File: src/rtl/id_issue_queue_pkg.sv
// Shared definitions for the decode-stage issue queue: instruction field
// positions and the forwarding-source record.
package id_issue_queue_pkg;
    localparam int RS_MSB = 25;
    localparam int RS_LSB = 21;
    localparam int RT_MSB = 20;
    localparam int RT_LSB = 16;
    localparam int REG_W  = 5;
    localparam logic [REG_W-1:0] REG_ZERO = '0;

    // wdata is sized for the widest supported datapath; narrower users truncate.
    localparam int FWD_DATA_MAX = 64;

    typedef struct packed {
        logic                    we;
        logic [REG_W-1:0]        waddr;
        logic [FWD_DATA_MAX-1:0] wdata;
        logic                    pend;
    } fwd_src_t;
endpackage

File: src/rtl/id_issue_queue_operand_resolver.sv
// One operand's priority forwarding mux: lowest-index matching source wins,
// a pending winner raises a hazard, register zero is always 0 and never stalls.
module operand_resolver
    import id_issue_queue_pkg::*;
#(
    parameter int DATA_W  = 32,
    parameter int NUM_FWD = 3
) (
    input  logic [REG_W-1:0]         addr_i,
    input  logic [DATA_W-1:0]        rf_data_i,
    input  fwd_src_t [NUM_FWD-1:0]   fwd_i,
    output logic [DATA_W-1:0]        data_o,
    output logic                     hazard_o
);
    always_comb begin
        data_o   = rf_data_i;
        hazard_o = 1'b0;
        // Walk from oldest to youngest so the lowest index overrides last.
        for (int i = NUM_FWD - 1; i >= 0; i--) begin
            if (fwd_i[i].we && fwd_i[i].waddr == addr_i) begin
                data_o   = DATA_W'(fwd_i[i].wdata);
                hazard_o = fwd_i[i].pend;
            end
        end
        if (addr_i == REG_ZERO) begin
            data_o   = '0;
            hazard_o = 1'b0;
        end
    end
endmodule

File: src/rtl/id_issue_queue.sv
// Instruction queue between IF and issue: circular buffer, head operand
// resolution through forwarding sources, hazard hold and flush.
module id_issue_queue
    import id_issue_queue_pkg::*;
#(
    parameter int DATA_W  = 32,
    parameter int DEPTH   = 4,
    parameter int NUM_FWD = 3,
    parameter int CNT_W   = 16
) (
    input  logic                        clk_i,
    input  logic                        rst_i,
    input  logic                        flush_i,
    input  logic                        push_valid_i,
    output logic                        push_ready_o,
    input  logic [DATA_W-1:0]           push_instr_i,
    input  logic [DATA_W-1:0]           push_pc4_i,
    output logic                        iss_valid_o,
    input  logic                        iss_ready_i,
    output logic [DATA_W-1:0]           iss_instr_o,
    output logic [DATA_W-1:0]           iss_pc4_o,
    output logic [DATA_W-1:0]           iss_rdata1_o,
    output logic [DATA_W-1:0]           iss_rdata2_o,
    output logic [4:0]                  rf_raddr1_o,
    output logic [4:0]                  rf_raddr2_o,
    input  logic [DATA_W-1:0]           rf_rdata1_i,
    input  logic [DATA_W-1:0]           rf_rdata2_i,
    input  logic [NUM_FWD-1:0]          fwd_we_i,
    input  logic [5*NUM_FWD-1:0]        fwd_waddr_i,
    input  logic [DATA_W*NUM_FWD-1:0]   fwd_wdata_i,
    input  logic [NUM_FWD-1:0]          fwd_pend_i,
    output logic [$clog2(DEPTH):0]      count_o,
    output logic                        hazard_stall_o,
    output logic [CNT_W-1:0]            hazard_cnt_o
);
    localparam int PTR_W = $clog2(DEPTH);
    localparam int CW    = PTR_W + 1;

    logic [DEPTH-1:0][DATA_W-1:0] instr_q, pc4_q;
    logic [PTR_W-1:0]             rd_ptr_q, rd_ptr_d, wr_ptr_q, wr_ptr_d;
    logic [CW-1:0]                cnt_q, cnt_d;
    logic [CNT_W-1:0]             hcnt_q, hcnt_d;

    fwd_src_t [NUM_FWD-1:0] fwd;
    logic                   empty, haz1, haz2, hazard, push_fire, pop_fire;
    logic [DATA_W-1:0]      head_instr;

    for (genvar g = 0; g < NUM_FWD; g++) begin : g_fwd
        assign fwd[g].we    = fwd_we_i[g];
        assign fwd[g].waddr = fwd_waddr_i[5*g +: 5];
        assign fwd[g].wdata = FWD_DATA_MAX'(fwd_wdata_i[DATA_W*g +: DATA_W]);
        assign fwd[g].pend  = fwd_pend_i[g];
    end

    assign head_instr  = instr_q[rd_ptr_q];
    assign rf_raddr1_o = head_instr[RS_MSB:RS_LSB];
    assign rf_raddr2_o = head_instr[RT_MSB:RT_LSB];
    assign iss_instr_o = head_instr;
    assign iss_pc4_o   = pc4_q[rd_ptr_q];

    operand_resolver #(.DATA_W(DATA_W), .NUM_FWD(NUM_FWD)) u_res_rs (
        .addr_i(rf_raddr1_o), .rf_data_i(rf_rdata1_i), .fwd_i(fwd),
        .data_o(iss_rdata1_o), .hazard_o(haz1)
    );
    operand_resolver #(.DATA_W(DATA_W), .NUM_FWD(NUM_FWD)) u_res_rt (
        .addr_i(rf_raddr2_o), .rf_data_i(rf_rdata2_i), .fwd_i(fwd),
        .data_o(iss_rdata2_o), .hazard_o(haz2)
    );

    assign empty          = (cnt_q == '0);
    assign push_ready_o   = (cnt_q != CW'(DEPTH));
    assign hazard         = !empty && (haz1 || haz2);
    assign iss_valid_o    = !empty && !hazard;
    assign hazard_stall_o = hazard;
    assign push_fire      = push_valid_i && push_ready_o && !flush_i;
    assign pop_fire       = iss_valid_o && iss_ready_i && !flush_i;
    assign count_o        = cnt_q;
    assign hazard_cnt_o   = hcnt_q;

    always_comb begin
        rd_ptr_d = rd_ptr_q;
        wr_ptr_d = wr_ptr_q;
        cnt_d    = cnt_q;
        hcnt_d   = hcnt_q;
        if (flush_i) begin
            rd_ptr_d = '0;
            wr_ptr_d = '0;
            cnt_d    = '0;
        end else begin
            if (push_fire) wr_ptr_d = wr_ptr_q + PTR_W'(1);
            if (pop_fire)  rd_ptr_d = rd_ptr_q + PTR_W'(1);
            cnt_d = cnt_q + CW'(push_fire) - CW'(pop_fire);
        end
        // Flush does not clear the hazard counter; only reset does.
        if (hazard_stall_o && hcnt_q != '1) hcnt_d = hcnt_q + CNT_W'(1);
    end

    always_ff @(posedge clk_i or posedge rst_i) begin
        if (rst_i) begin
            rd_ptr_q <= '0;
            wr_ptr_q <= '0;
            cnt_q    <= '0;
            hcnt_q   <= '0;
        end else begin
            rd_ptr_q <= rd_ptr_d;
            wr_ptr_q <= wr_ptr_d;
            cnt_q    <= cnt_d;
            hcnt_q   <= hcnt_d;
        end
    end

    // Entry storage carries no reset; contents are only observed when valid.
    always_ff @(posedge clk_i) begin
        if (push_fire) begin
            instr_q[wr_ptr_q] <= push_instr_i;
            pc4_q[wr_ptr_q]   <= push_pc4_i;
        end
    end
endmodule

File: config.mk
export PLATFORM = sky130hd
export DESIGN_NAME = id_issue_queue
export DESIGN_NICKNAME = d
export VERILOG_FILES = /design/src/rtl/id_issue_queue_pkg.sv /design/src/rtl/id_issue_queue_operand_resolver.sv /design/src/rtl/id_issue_queue.sv
export SDC_FILE = /design/constraint.sdc
export NUM_CORES = 1
export LEC_CHECK = 0
export CORE_MARGIN = 5
export CORE_UTILIZATION = 35
export CTS_CLUSTER_DIAMETER = 40
export DETAILED_ROUTE_END_ITERATION = 16
export GPL_ROUTABILITY_DRIVEN = 0
export PLACE_DENSITY = 0.62
export SYNTH_ARGS = -nofsm -noshare
export SYNTH_HDL_FRONTEND = slang
export SYNTH_SLANG_ARGS = --single-unit
File: constraint.sdc
create_clock -name clk_i -period 11.65 [get_ports clk_i]
set_clock_uncertainty 0.1 [all_clocks]
set_input_delay 1.165 -clock clk_i [delete_from_list [all_inputs] [get_ports clk_i]]
set_output_delay 1.165 -clock clk_i [all_outputs]
set_load 0.02 [all_outputs]
==> flow_summary.ini, run 1 <==
[placement]
dpl.cell_count = 1777
detailed_place_hpwl_mm = 30.5
dp_slack_ns = 5.29
port_buffers = 409

[cts]
cts.clk_slew.worst_paths_ns = 0.06
cts_sinks = 279
cts_resized = 0
cts_htree_levels = 1
post-cts-setup-buffer-count = 0
worst_skew_pair.late_latency_ns = 0.56
numCtsBuffers = 29
cts_hold_buf = 0
clk_path_buf_depth = 3
root_buffer = clkbuf_16
cts_tree = yes

[sta]
fin_crit_ns = 6.87
rsz0062_at_grt = no
final_hold_viol_count = 0
tightest_slew_ns = 1.07
finalCritPeriodShare_pct = 58.9
finalSetupViolCount = 0
worst_slack_ns = 4.78
fin_tns_setup_ns = 0
relSlewSlack_pct = 28.8
whs_ns = 0.402
slew_violations = 0
fmax_ghz = 0.146

[layout]
final_common_cell = clkdlybuf4s50_1
instances_no_fill = 1838
num-nets-final = 1555
synthToLayoutAreaGrowth_pct = 40.7
mostFrequentLayoutCells = clkdlybuf4s50_1, edfxtp_1, nor2_1, mux2i_1, a21oi_1
drive_gt1_share_pct = 11.2

[worst_setup_path]
worstSetupPathType = register to output port
worst_path_max_delay_cell = buf_4
path_cells = buf_4 -> mux4_2 -> xnor2_1 -> o311a_1 -> o2111ai_4 -> buf_4 -> o311ai_1 -> a32o_2 -> clkdlybuf4s50_1
path_max_fanout = 48
cp-start-kind = register
path_common_cell = buf_4
required_ns = 10.39
cpPeakStageDelay_ns = 0.82
cp.arrival_ns = 5.60
endpoint_kind = output port

[synth]
ys.warnings.count = 0
yosys_register_bits = 279
ys_async_sr_fraction_pct = 8.24
synth_area_per_cell_um2 = 14.7
ys_seq_area_share_pct = 61.5
synth_area_mm2 = 0.0134
synth.net_count = 1174
synthFlopType = edfxtp_1
syn_inst = 916
synth_edf_count = 256
ys_types = 44

[pwr]
p_int_w = 0.00218
combPwrFrac_pct = 34.3
p_seq_share_pct = 38.0
p_switching_w = 0.000978
p_sw_share_pct = 30.9
p_leak_nw = 6.68
p_clk_share_pct = 27.7
power_density_mw_per_mm2 = 167
max-vdd-ir-drop_uv = 170

[floorplan]
initial_core_util_pct = 35.6
die-area_mm2 = 0.0424
die_h_um = 206
fp.dieW_um = 206
ioPinCount = 410
coreArea_mm2 = 0.0378
rows = 71

[route]
drc = 0
detail_route.first_pass.iterations = 7
drtIter0Drc = 527
wl_met1_mm = 16.0
dr_total_vias = 9226
top_layer = met5
dr_wl_met2_mm = 21.7
wl_met3_mm = 3.70
wl_mm = 42.6
drt-wirelength-per-cell_um = 23.2
via_per_inst = 5.02
ant_nets = 0

[global_routing]
antenna_found_initial = 16
first_global_vias = 9651
grt-ovfl-total = 0
gr-usage-all-layers_pct = 19.1
grt_max_degree = 67
grt_pass1_wl_mm = 61.4

[outcome]
outcome = completed

[flow_run]
drv_cap = 0

[hold_path]
hp-class = register to register
==> state kept, by name, indices dropped and copies added (netlist names) <==
register / count
pc4_q: 128
wr_ptr_q: 2
count_o: 3
instr_q: 128
hazard_cnt_o: 16
rd_ptr_q: 2
==> stage by stage <==
stage / utilization [%] / area, µm² / total power [W]
final: 50.1 / 18900 / 0.00316
after global routing: 50.1 / 18900 / 0.00330
after CTS: 50.0 / 18900 / 0.00321
after detailed placement: 47.6 / 18000 / 0.00232
after global placement: 47.6 / 18000 / 0.00232
after floorplan: - / 13400 / 0.00182
==> cell type report <==
type,instances,area (µm²)
Timing Repair Buffer,418,4160
Inverter,9,33.8
Fill cell,3355,18800
Tap cell,511,639
Antenna cell,7,17.5
Multi-Input combinational cell,560,4870
Sequential cell,279,8270
Clock buffer,36,772
Clock inverter,18,146
==> worst paths after layout <==
kind | startpoint | end | slack [ns] | depth (start not counted)
setup / recovery | rd_ptr_q[0] | hazard_stall_o | 4.78 | 9
hold / removal | hazard_cnt_o[8] | hazard_cnt_o[8] | 0.40 | 1
setup reg to reg | rd_ptr_q[0] | count_o[2] | 6.10 | 17
hold reg to reg | hazard_cnt_o[8] | hazard_cnt_o[8] | 0.40 | 1
max in group asynchronous | rst_i | rd_ptr_q[1] | 9.70 | 2
min in group asynchronous | rst_i | rd_ptr_q[0] | 1.05 | 2
==> cell families (layout without fill, tap and decap cells) <==
family / after synthesis / after routing / synth area share [%]
buf+inv: 77 / 481 / 2.70
other cells: 0 / 7 / 0
fa+ha+maj: 8 / 8 / 0.800
compound gates: 117 / 117 / 5.78
mux: 175 / 175 / 19.0
simple gates: 213 / 213 / 7.16
flops: 279 / 279 / 61.5
xor+xnor: 47 / 47 / 3.06
==> power by group through the flow <==
stage | combinational [W] | sequential, W | clock, W
5_1_grt | 0.00115 | 0.00121 | 0.000942
4_1_cts | 0.00111 | 0.00120 | 0.000899
3_5_place_dp | 0.00110 | 0.00122 | 0
3_3_place_gp | 0.00110 | 0.00122 | 0
2_1_floorplan | 0.000610 | 0.00121 | 0
6_report | 0.00108 | 0.00120 | 0.000876
==> metal layers <==
layer / track usage (%) / vias to the layer above
met1: 22.2 / 4515
met3: 6.42 / 79
met5: 0 / -
met2: 33.1 / 322
li1: - / 4294
met4: 7.15 / 16
==> cell usage after synthesis (5+ instances only) <==
cell      count  share of area [%]
mux2i_1     107                8.0
inv_1         9               0.25
and2_1        5               0.23
clkbuf_1     26               0.73
and3_1       16               0.74
buf_4        12               0.67
nand3_1      13               0.48
edfxtp_1    256                 57
xnor2_1      36                2.3
a211oi_1     35                2.0
dfrtp_1      23                4.3
ha_1          7               0.65
a21oi_1      66                2.5
buf_2        11               0.41
xor2_1       11               0.72
nand2_1       9               0.25
nand3_2       9               0.67
mux4_2       64                 11
buf_1        17               0.47
nor2_1      145                4.0
==> critical path, delay by kind of cell (launching register included) <==
| kind | cells | cell delay [ns] |
|---|---|---|
| flops | 1 | 0.72 |
| compound gates | 4 | 1.38 |
| mux | 1 | 0.74 |
| buf+inv | 3 | 1.87 |
| xor+xnor | 1 | 0.20 |
(Power assumes the default switching activity.)
==> inputs of run 2 (changes only) <==
Clock period 11.65 ns to 6.4 ns, I/O delays scaled along.
==> flow_summary.ini, run 2 (synthesis results as in run 1) <==
[worst_setup_path]
r2r-end = count_o[2]
cpLargestDelayFamily = simple AND/OR/NAND/NOR gates
rrSetupSlack_ns = 1.62
cp.buffers_inverters = 2
cp.arrival_ns = 4.83
endpoint_kind = output port
required_ns = 5.66
cpPeakStageDelay_ns = 0.82
r2r-start = rd_ptr_q[0]
path_max_fanout = 32
worst_path_max_delay_cell = dfrtp_4
path_cells = mux4_2 -> xor2_1 -> nor4_1 -> and3_2 -> buf_4 -> mux2i_1 -> a211oi_1 -> a21oi_1 -> nor2_1 -> clkdlybuf4s50_1
worstSetupPathType = register to output port
ff2ff_path_depth = 15
cp-start-kind = register

[pwr]
max-vdd-ir-drop_uv = 246
power.total_w = 0.00585
p_switching_w = 0.00181
power_density_mw_per_mm2 = 308
p_sw_share_pct = 30.9
p_int_w = 0.00405
combPwrFrac_pct = 33.6
p_seq_share_pct = 37.6
p_leak_nw = 6.73
p_clk_share_pct = 28.9

[outcome]
outcome = completed

[cts]
root_buffer = clkbuf_16
cts_htree_levels = 1
numCtsBuffers = 31
cts_hold_buf = 0
post-cts-setup-buffer-count = 0
worst_skew_pair.late_latency_ns = 0.55
clk_path_buf_depth = 3
cts_resized = 0
cts_tree = yes
cts_sinks = 279
cts.clk_slew.worst_paths_ns = 0.06

[layout]
instances_no_fill = 1844
filler_cell_count = 3269
drive_gt1_share_pct = 11.3
postLayoutCoreUtil_pct = 50.3
num-nets-final = 1559
synthToLayoutAreaGrowth_pct = 41.3
mostFrequentLayoutCells = clkdlybuf4s50_1, edfxtp_1, nor2_1, mux2i_1, a21oi_1
final_common_cell = clkdlybuf4s50_1

[sta]
fin_tns_setup_ns = 0
slew_violations = 0
finalCritPeriodShare_pct = 87.0
relSlewSlack_pct = 28.8
tightest_slew_ns = 1.07
final_hold_viol_count = 0
finalSetupViolCount = 0
fin_crit_ns = 5.57
rsz0062_at_grt = no
whs_ns = 0.398
fmax_ghz = 0.180

[route]
drtIter0Drc = 529
top_layer = met5
drt-wirelength-per-cell_um = 23.4
wl_met3_mm = 4.35
wl_mm = 43.1
dr_total_vias = 9324
wl_met1_mm = 15.8
drc = 0
ant_nets = 0
dr_wl_met2_mm = 21.7
detail_route.first_pass.iterations = 7
via_per_inst = 5.06

[hold_path]
hp-start = hazard_cnt_o[12]
hp-class = register to register
hold_path_end = hazard_cnt_o[12]
hold_depth = 1

[global_routing]
antenna_found_initial = 19
grt-ovfl-total = 0
gr-usage-all-layers_pct = 19.3
first_global_vias = 9732
grt_pass1_wl_mm = 61.6
grt_max_degree = 65

[floorplan]
die-area_mm2 = 0.0424
die_h_um = 206
rows = 71
initial_core_util_pct = 35.6
fp.dieW_um = 206
coreArea_mm2 = 0.0378
ioPinCount = 410

[placement]
dpl.cell_count = 1779
detailed_place_hpwl_mm = 31.3
port_buffers = 409

[flow_run]
drv_cap = 0
==> run 2: area by class of cell <==
type                            count  area, µm²  share of cell area, %
Clock inverter                     24        206                   1.09
Inverter                            9       33.8                  0.178
Tap cell                          511        639                   3.37
Clock buffer                       33        783                   4.12
Multi-Input combinational cell    560       4870                   25.6
Sequential cell                   279       8270                   43.5
Timing Repair Buffer              420       4180                   22.0
Antenna cell                        8       20.0                  0.105
==> run 2: worst max-delay path by stage <==
stage               cells past startpoint          endpoint  slack, ns   startpoint
CTS                                     7    hazard_stall_o       0.73  rd_ptr_q[0]
global placement                        7    hazard_stall_o       1.40  rd_ptr_q[0]
floorplan                              17        count_o[2]       2.64  rd_ptr_q[0]
global route                           10  iss_rdata2_o[17]       0.56  rd_ptr_q[0]
detailed placement                     10  iss_rdata2_o[17]       1.35  rd_ptr_q[0]
finish                                 10  iss_rdata2_o[17]       0.83  rd_ptr_q[0]
==> run 2: through the flow <==
step	instance area, µm²	setup WS [ns]
2_1_floorplan	13400	2.64
3_3_place_gp	18000	1.40
3_5_place_dp	18000	1.35
4_1_cts	19000	0.726
5_1_grt	19000	0.561
6_report	19000	0.830
==> run 2: power groups by stage <==
| stage | sequential (W) | clock, W | combinational (W) |
|---|---|---|---|
| detailed placement | 0.00224 | 0 | 0.00199 |
| CTS | 0.00221 | 0.00173 | 0.00200 |
| global route | 0.00222 | 0.00181 | 0.00209 |
| finish | 0.00220 | 0.00169 | 0.00196 |
| global placement | 0.00224 | 0 | 0.00199 |
| floorplan | 0.00220 | 0 | 0.00111 |
==> run 2: metal layers <==
layer	vias to the layer above	GRT usage [%]
met5	-	0
met4	20	6.44
met3	72	7.55
met2	334	33.8
met1	4589	21.5
li1	4309	-
